--- config.mk ---
export PLATFORM = sky130hd
export DESIGN_NAME = reg_file_ab
export DESIGN_NICKNAME = d
export VERILOG_FILES = /design/src/rtl/reg_file_ab_pkg.sv /design/src/rtl/reg_file_ab.sv
export SDC_FILE = /design/constraint.sdc
export NUM_CORES = 2
export LEC_CHECK = 0
export CAP_MARGIN = 10
export CORE_MARGIN = 2
export CORE_UTILIZATION = 50
export DETAILED_ROUTE_END_ITERATION = 10
export PLACE_DENSITY_LB_ADDON = 0.2
export SLEW_MARGIN = 5
export SYNTH_ARGS = -nofsm -noshare
export SYNTH_HDL_FRONTEND = slang
export SYNTH_SLANG_ARGS = --single-unit
--- constraint.sdc ---
create_clock -name clk -period 37.8 [get_ports clk]
set_input_delay 3.78 -clock clk [delete_from_list [all_inputs] [get_ports clk]]
set_output_delay 3.78 -clock clk [all_outputs]
set_load 0.05 [all_outputs]
--- src/rtl/reg_file_ab_pkg.sv ---
// Shared CPU constants for the register file, control FSM and register-destination mux.
// Also holds the write-to-read bypass predicate used by both operand latches.
package reg_file_ab_pkg;

  localparam int REG_IDX_W = 5;
  localparam int NUM_REGS  = 32;

  typedef logic [REG_IDX_W-1:0] reg_idx_t;

  localparam reg_idx_t REG_ZERO = '0;

  // True when a write landing this edge targets the given source index.
  // Writes to the zero register never forward.
  function automatic logic bypass_sel(input reg_idx_t idx, input logic wr_en,
                                      input reg_idx_t wr_idx);
    return wr_en && (wr_idx != REG_ZERO) && (wr_idx == idx);
  endfunction

endpackage

--- src/rtl/reg_file_ab.sv ---
// 2^ADDR_W x DATA_W register file with three combinational read ports (two operand, one debug)
// and the A/B operand latches that forward a same-edge write-back.
module reg_file_ab
  import reg_file_ab_pkg::*;
#(
  parameter int DATA_W = 32,
  parameter int ADDR_W = REG_IDX_W
) (
  input  logic              clk,
  input  logic              rst,
  input  logic              RegWrite,
  input  logic [ADDR_W-1:0] write_reg,
  input  logic [DATA_W-1:0] write_data,
  input  logic [ADDR_W-1:0] read_reg1,
  input  logic [ADDR_W-1:0] read_reg2,
  output logic [DATA_W-1:0] read_data1,
  output logic [DATA_W-1:0] read_data2,
  output logic [DATA_W-1:0] A_reg,
  output logic [DATA_W-1:0] B_reg,
  input  logic [ADDR_W-1:0] dbg_sel,
  output logic [DATA_W-1:0] dbg_data
);

  localparam int DEPTH = 1 << ADDR_W;

  // Entry 0 is reset but never written; the read muxes also force it to zero
  // so it reads correctly even before the first reset.
  logic [DATA_W-1:0] mem_reg [DEPTH];
  logic              wr_valid;

  assign wr_valid = RegWrite && (write_reg != REG_ZERO);

  always_ff @(posedge clk or posedge rst) begin
    if (rst) begin
      for (int i = 0; i < DEPTH; i++) mem_reg[i] <= '0;
    end else if (wr_valid) begin
      mem_reg[write_reg] <= write_data;
    end
  end

  // Port 0 -> read_reg1/A, port 1 -> read_reg2/B, port 2 -> debug.
  logic [ADDR_W-1:0] rd_idx [3];
  logic [DATA_W-1:0] rd_val [3];
  logic [DATA_W-1:0] lat_next [2];
  logic [DATA_W-1:0] lat_reg [2];

  assign rd_idx[0] = read_reg1;
  assign rd_idx[1] = read_reg2;
  assign rd_idx[2] = dbg_sel;

  genvar gi;
  generate
    for (gi = 0; gi < 3; gi++) begin : g_rd
      assign rd_val[gi] = (rd_idx[gi] == REG_ZERO) ? '0 : mem_reg[rd_idx[gi]];
    end
    for (gi = 0; gi < 2; gi++) begin : g_lat
      // rd_val already forces index 0 to zero, and bypass_sel never fires for it.
      assign lat_next[gi] = bypass_sel(rd_idx[gi], RegWrite, write_reg) ? write_data
                                                                        : rd_val[gi];
    end
  endgenerate

  always_ff @(posedge clk or posedge rst) begin
    if (rst) begin
      for (int i = 0; i < 2; i++) lat_reg[i] <= '0;
    end else begin
      for (int i = 0; i < 2; i++) lat_reg[i] <= lat_next[i];
    end
  end

  assign read_data1 = rd_val[0];
  assign read_data2 = rd_val[1];
  assign dbg_data   = rd_val[2];
  assign A_reg      = lat_reg[0];
  assign B_reg      = lat_reg[1];

endmodule

Word level (Yosys, flattened, before mapping)
Cells that the tools add are included.
{ "word_totals": {"regBits": 1088} }
{ "op_classes": {"n_eq_ne": 2, "reduce_logical": 8, "magnitude_cmp": 5, "muxes": 17, "n_bitwise": 4} }
{ "op_table": {"columns": ["operator", "n"], "rows": [
  ["$bwmux 1024", 1],
  ["$bmux 32 s5", 3],
  ["$mux 32", 12],
  ["$demux 32 s5", 1],
  ["$ge 6x6->1 const B", 4],
  ["$not 5->6", 4],
  ["$logic_not 5->1", 3],
  ["$eq 5x5->1", 2],
  ["$lt 6x1->1 const B", 1],
  ["$reduce_bool 5->1", 1],
  ["$logic_and 1x1->1", 4]
]} }

Logic depth before layout (Yosys ltp)
{ "depth": {"depth_word": 6, "mapped_depth": 9, "mapped_depth_nobuf": 5} }

Worst setup path after synthesis
Ideal clock, no wire load.
{ "synth_timing": {"kind": "input to output", "from": "input dbg_sel[1]", "to": "output dbg_data[25]", "path_slack_ps": 27991, "t_required_ps": 34020, "stages": 7, "path_buffers": 3, "arrival_time_ps": 6029, "path_cell_list": "clkbuf_1 buf_2 clkbuf_1 mux4_2 mux4_2 inv_1 o21ai_0"} }
{ "synth_via": {"elab_chain_cells": 5, "word_cells_on_any_way": 6, "cone_classes": "4 x mux; 1 x bitwise; 1 x reduce/logical"} }
{ "synth_lines": {"columns": ["element", "line_no", "source"], "rows": [
  ["from (decl)", "reg_file_ab.sv:20", "input logic [ADDR_W-1:0] dbg_sel,"],
  ["$not 5->6 (not written as such)", "reg_file_ab.sv:54", "assign rd_val[gi] = (rd_idx[gi] == REG_ZERO) ? '0 : mem_reg[rd_idx[gi]];"],
  ["$bmux 32 s5", "reg_file_ab.sv:54", null],
  ["$mux 32 (not written as such) (2 in series)", "reg_file_ab.sv:54", null],
  ["$mux 32 (*)", "reg_file_ab.sv:54", null],
  ["to (decl)", "reg_file_ab.sv:21", "output logic [DATA_W-1:0] dbg_data"]
]} }
Mark *: on every way between the ends. The rest lies on a longest branch, timed or not. The select of a mux whose other input is x is not followed.

Worst setup path in the final report
{ "layout_timing": {"from": "input read_reg1[1]", "to": "output read_data1[19]"} }
{ "layout_via": {"elab_chain_cells": 5, "word_cells_on_any_way": 6, "cone_classes": "4 x mux; 1 x bitwise; 1 x reduce/logical"} }
{ "layout_lines": {"columns": ["element", "line_no", "source"], "rows": [
  ["from (decl)", "reg_file_ab.sv:14", "input logic [ADDR_W-1:0] read_reg1,"],
  ["$not 5->6 (not written as such)", "reg_file_ab.sv:54", null],
  ["$bmux 32 s5", "reg_file_ab.sv:54", null],
  ["$mux 32 (not written as such) (2 in series)", "reg_file_ab.sv:54", null],
  ["$mux 32 (*)", "reg_file_ab.sv:54", null],
  ["to (decl)", "reg_file_ab.sv:16", "output logic [DATA_W-1:0] read_data1,"]
]} }
Marked as above.

==> results.ini <==
[worst_setup_path]
rr_worst_depth=5
crit_type=primary input to output port
worstSetupEndpointType=output port
path_cells=buf_8, buf_4, buf_4, buf_4, mux2i_1, a22oi_1, a21oi_1, nor4_1, nor2b_1, clkdlybuf4s50_1
required_ns=34.02
worstPathMaxFanout=91
rr_endpoint=A_reg[30]$_DFF_PP0_
cp.buffers_inverters=5
r2r_setup_slack_ns=35.51
cp_common_cell=buf_4
reg2reg_from=mem_reg[606]$_DFFE_PP0P_
cp-startpoint=read_reg1[1]
critPathMaxStageDelay_ns=1.01
crit_family=buffers and inverters
cpMaxStageDelayCell=nor4_1
startpoint_type=primary input
arrival_ns=9.99

[routing]
drc_errors=0
final_antenna_net_count=0
wl_met1_mm=94.19
top_layer=met5
dr_wl_met3_mm=23.63
drt_pass1_iterations=6
num_vias=46150
wire_per_inst_um=34.30
met2_length_mm=98.44
drtIter0Drc=5540
wirelength_mm=224.9
via_per_inst=7.040

[cts]
cts_setup_buffers=0
clock_latency_ns=0.75
htreeDepth=3
cts_tree=done
cts-root-buf=clkbuf_16
clock_sinks=1088
post_cts_resized=0
cts_hold_buffers=0
path_clk_slew_ns=0.06
cts_buffers=120
ctsLongestPathBuffers=3

[logic_synthesis]
synth_edf_count=0
async_flop_share_pct=100.0
ys.flop_type=dfrtp_1
syn_area_mm2=0.06519
yosysSeqAreaShare_pct=41.76
syn_inst=4828
avgSynthCellArea_um2=13.50
synth.distinct_cells=41
synth_fp_nets=4883
ys_ff_latch=1088
yosysWarnings=0

[grt]
antenna_found_initial=3
grt_pass1_wl_mm=327.7
grt_pass1_vias=45730
overflow=0
grt_max_degree=173
grt.total_usage_pct=33.87

[placed_design]
numPortBuffers=214
placed_area_mm2=0.06826
place_congestion=0.8292
hpwlAfterDp_mm=114.7

[floorplanning]
start_util_pct=50.35
die_y_um=365.1
die_w_um=365.1
core_area_mm2=0.1295
dieArea_mm2=0.1333
num_io_pins=215
rows=132

[worst_hold_path]
hold_depth=0
min_to=mem_reg[1001]$_DFFE_PP0P_
hp-class=register to register
min-delay-start=mem_reg[1001]$_DFFE_PP0P_

[power]
p_leak_uw=0.03122
p_per_area_mw_per_mm2=52.05
p_total_uw=3764
ir_worst_vdd_mv=0.04184

[final_layout]
nets=4770
syn2layout_area_growth_pct=10.92
mostFrequentLayoutCells=dfrtp_1, mux2_2, mux2i_1
largest_reg_flops=1024
diodes=0
drive_gt1_share_pct=39.90
final_common_cell=dfrtp_1
design_area_mm2=0.07231

[timing]
maxSlewHeadroom_pct=9.045
slew_viol_final=0
rsz0062_at_grt=no
tightest_slew_ns=1.352
hold_violations=0
tns_ns=0
min_period_over_period_pct=36.43
fin_crit_ns=13.77
finalSetupViolCount=0
skew_ns=0.02488
fmax_mhz=72.62

[run]
maxCapViolations=0

[outcome]
status=complete, no violations

-- per-stage QoR --
step | utilization, % | hold slack (ns) | std cells | worst slack [ns]
final | 55.85 | 0.4195 | 6556 | 24.03
after global routing | 55.85 | 0.4391 | 6556 | 23.89
after CTS | 55.79 | 0.4211 | 6551 | 24.29
after detailed placement | 52.71 | 0.4069 | 6330 | 24.32
after global placement | 52.71 | 0.4010 | 6330 | 24.35
after floorplan | - | 0.4618 | 4828 | 3.389
-- final cells by class --
| cell class | instances | area (um^2) |
|---|---|---|
| clock inverters | 47 | 511.7 |
| multi-input cells | 3158 | 35740 |
| well taps | 1742 | 2180 |
| clock buffers | 174 | 3467 |
| fillers | 10630 | 57170 |
| repair buffers | 313 | 3049 |
| inverters | 34 | 135.1 |
| flip-flops and latches | 1088 | 27230 |
-- cell families after synthesis --
kind of cell | synth area share, %
DFF | 41.76
buffers and inverters | 3.892
AOI/OAI and AO/OA | 7.092
xor gates and xnor gates | 0.1343
and+or+nand+nor | 2.347
muxes | 44.77
-- power by group --
group	internal [uW]	leakage [uW]	switching [uW]
combinational	514	0.0153	455
sequential	1380	0.0139	213
clock	694	0.00194	506
-- per-layer routing --
metal	GRT usage, %	up-vias
li1	-	18500
met1	49.55	24560
met2	49.83	2606
met3	7.415	479
met4	12.12	2
met5	0	-
-- worst max-delay path by stage --
| stage | end | slack (ns) | depth (start not counted) |
|---|---|---|---|
| 2_1_floorplan | A_reg[0]$_DFF_PP0_ | 3.39 | 1 |
| 3_3_place_gp | read_data1[19] | 24.35 | 10 |
| 3_5_place_dp | read_data1[19] | 24.32 | 10 |
| 4_1_cts | read_data1[19] | 24.29 | 10 |
| 5_1_grt | read_data1[19] | 23.89 | 10 |
| 6_report | read_data1[19] | 24.03 | 10 |
-- worst reg2reg max path, delay by kind of cell, from the launching register on --
family | cells | cell delay (ns)
compound gates | 3 | 0.61
flops | 1 | 0.38
mux | 1 | 0.09
simple gates | 1 | 1.15
-- Yosys cell counts (all sizes together), types with 2 or more instances --
library cell / count / area, um^2
nor4: 33 / 212.7
o2111ai: 32 / 280.3
nor3b: 4 / 30.03
o211ai: 32 / 240.2
or2: 3 / 18.77
mux2: 1056 / 11890
mux4: 512 / 11530
nor2b: 36 / 225.2
nor4b: 2 / 32.53
nand2: 181 / 679.4
nand3: 4 / 20.02
dfrtp: 1088 / 27230
a22oi: 256 / 1922
xnor2: 10 / 87.58
clkbuf: 252 / 945.9
nor2: 49 / 183.9
nand3b: 4 / 30.03
nand4b: 3 / 26.28
nor3: 4 / 25.02
nand2b: 2 / 12.51
buf: 296 / 1464
o22ai: 32 / 200.2
o21ai: 64 / 320.3
and2: 2 / 12.51
a22o: 96 / 840.8
inv: 34 / 127.6
a21oi: 160 / 800.8
mux2i: 576 / 5766
Note: power is estimated with default switching activity, not from simulation.
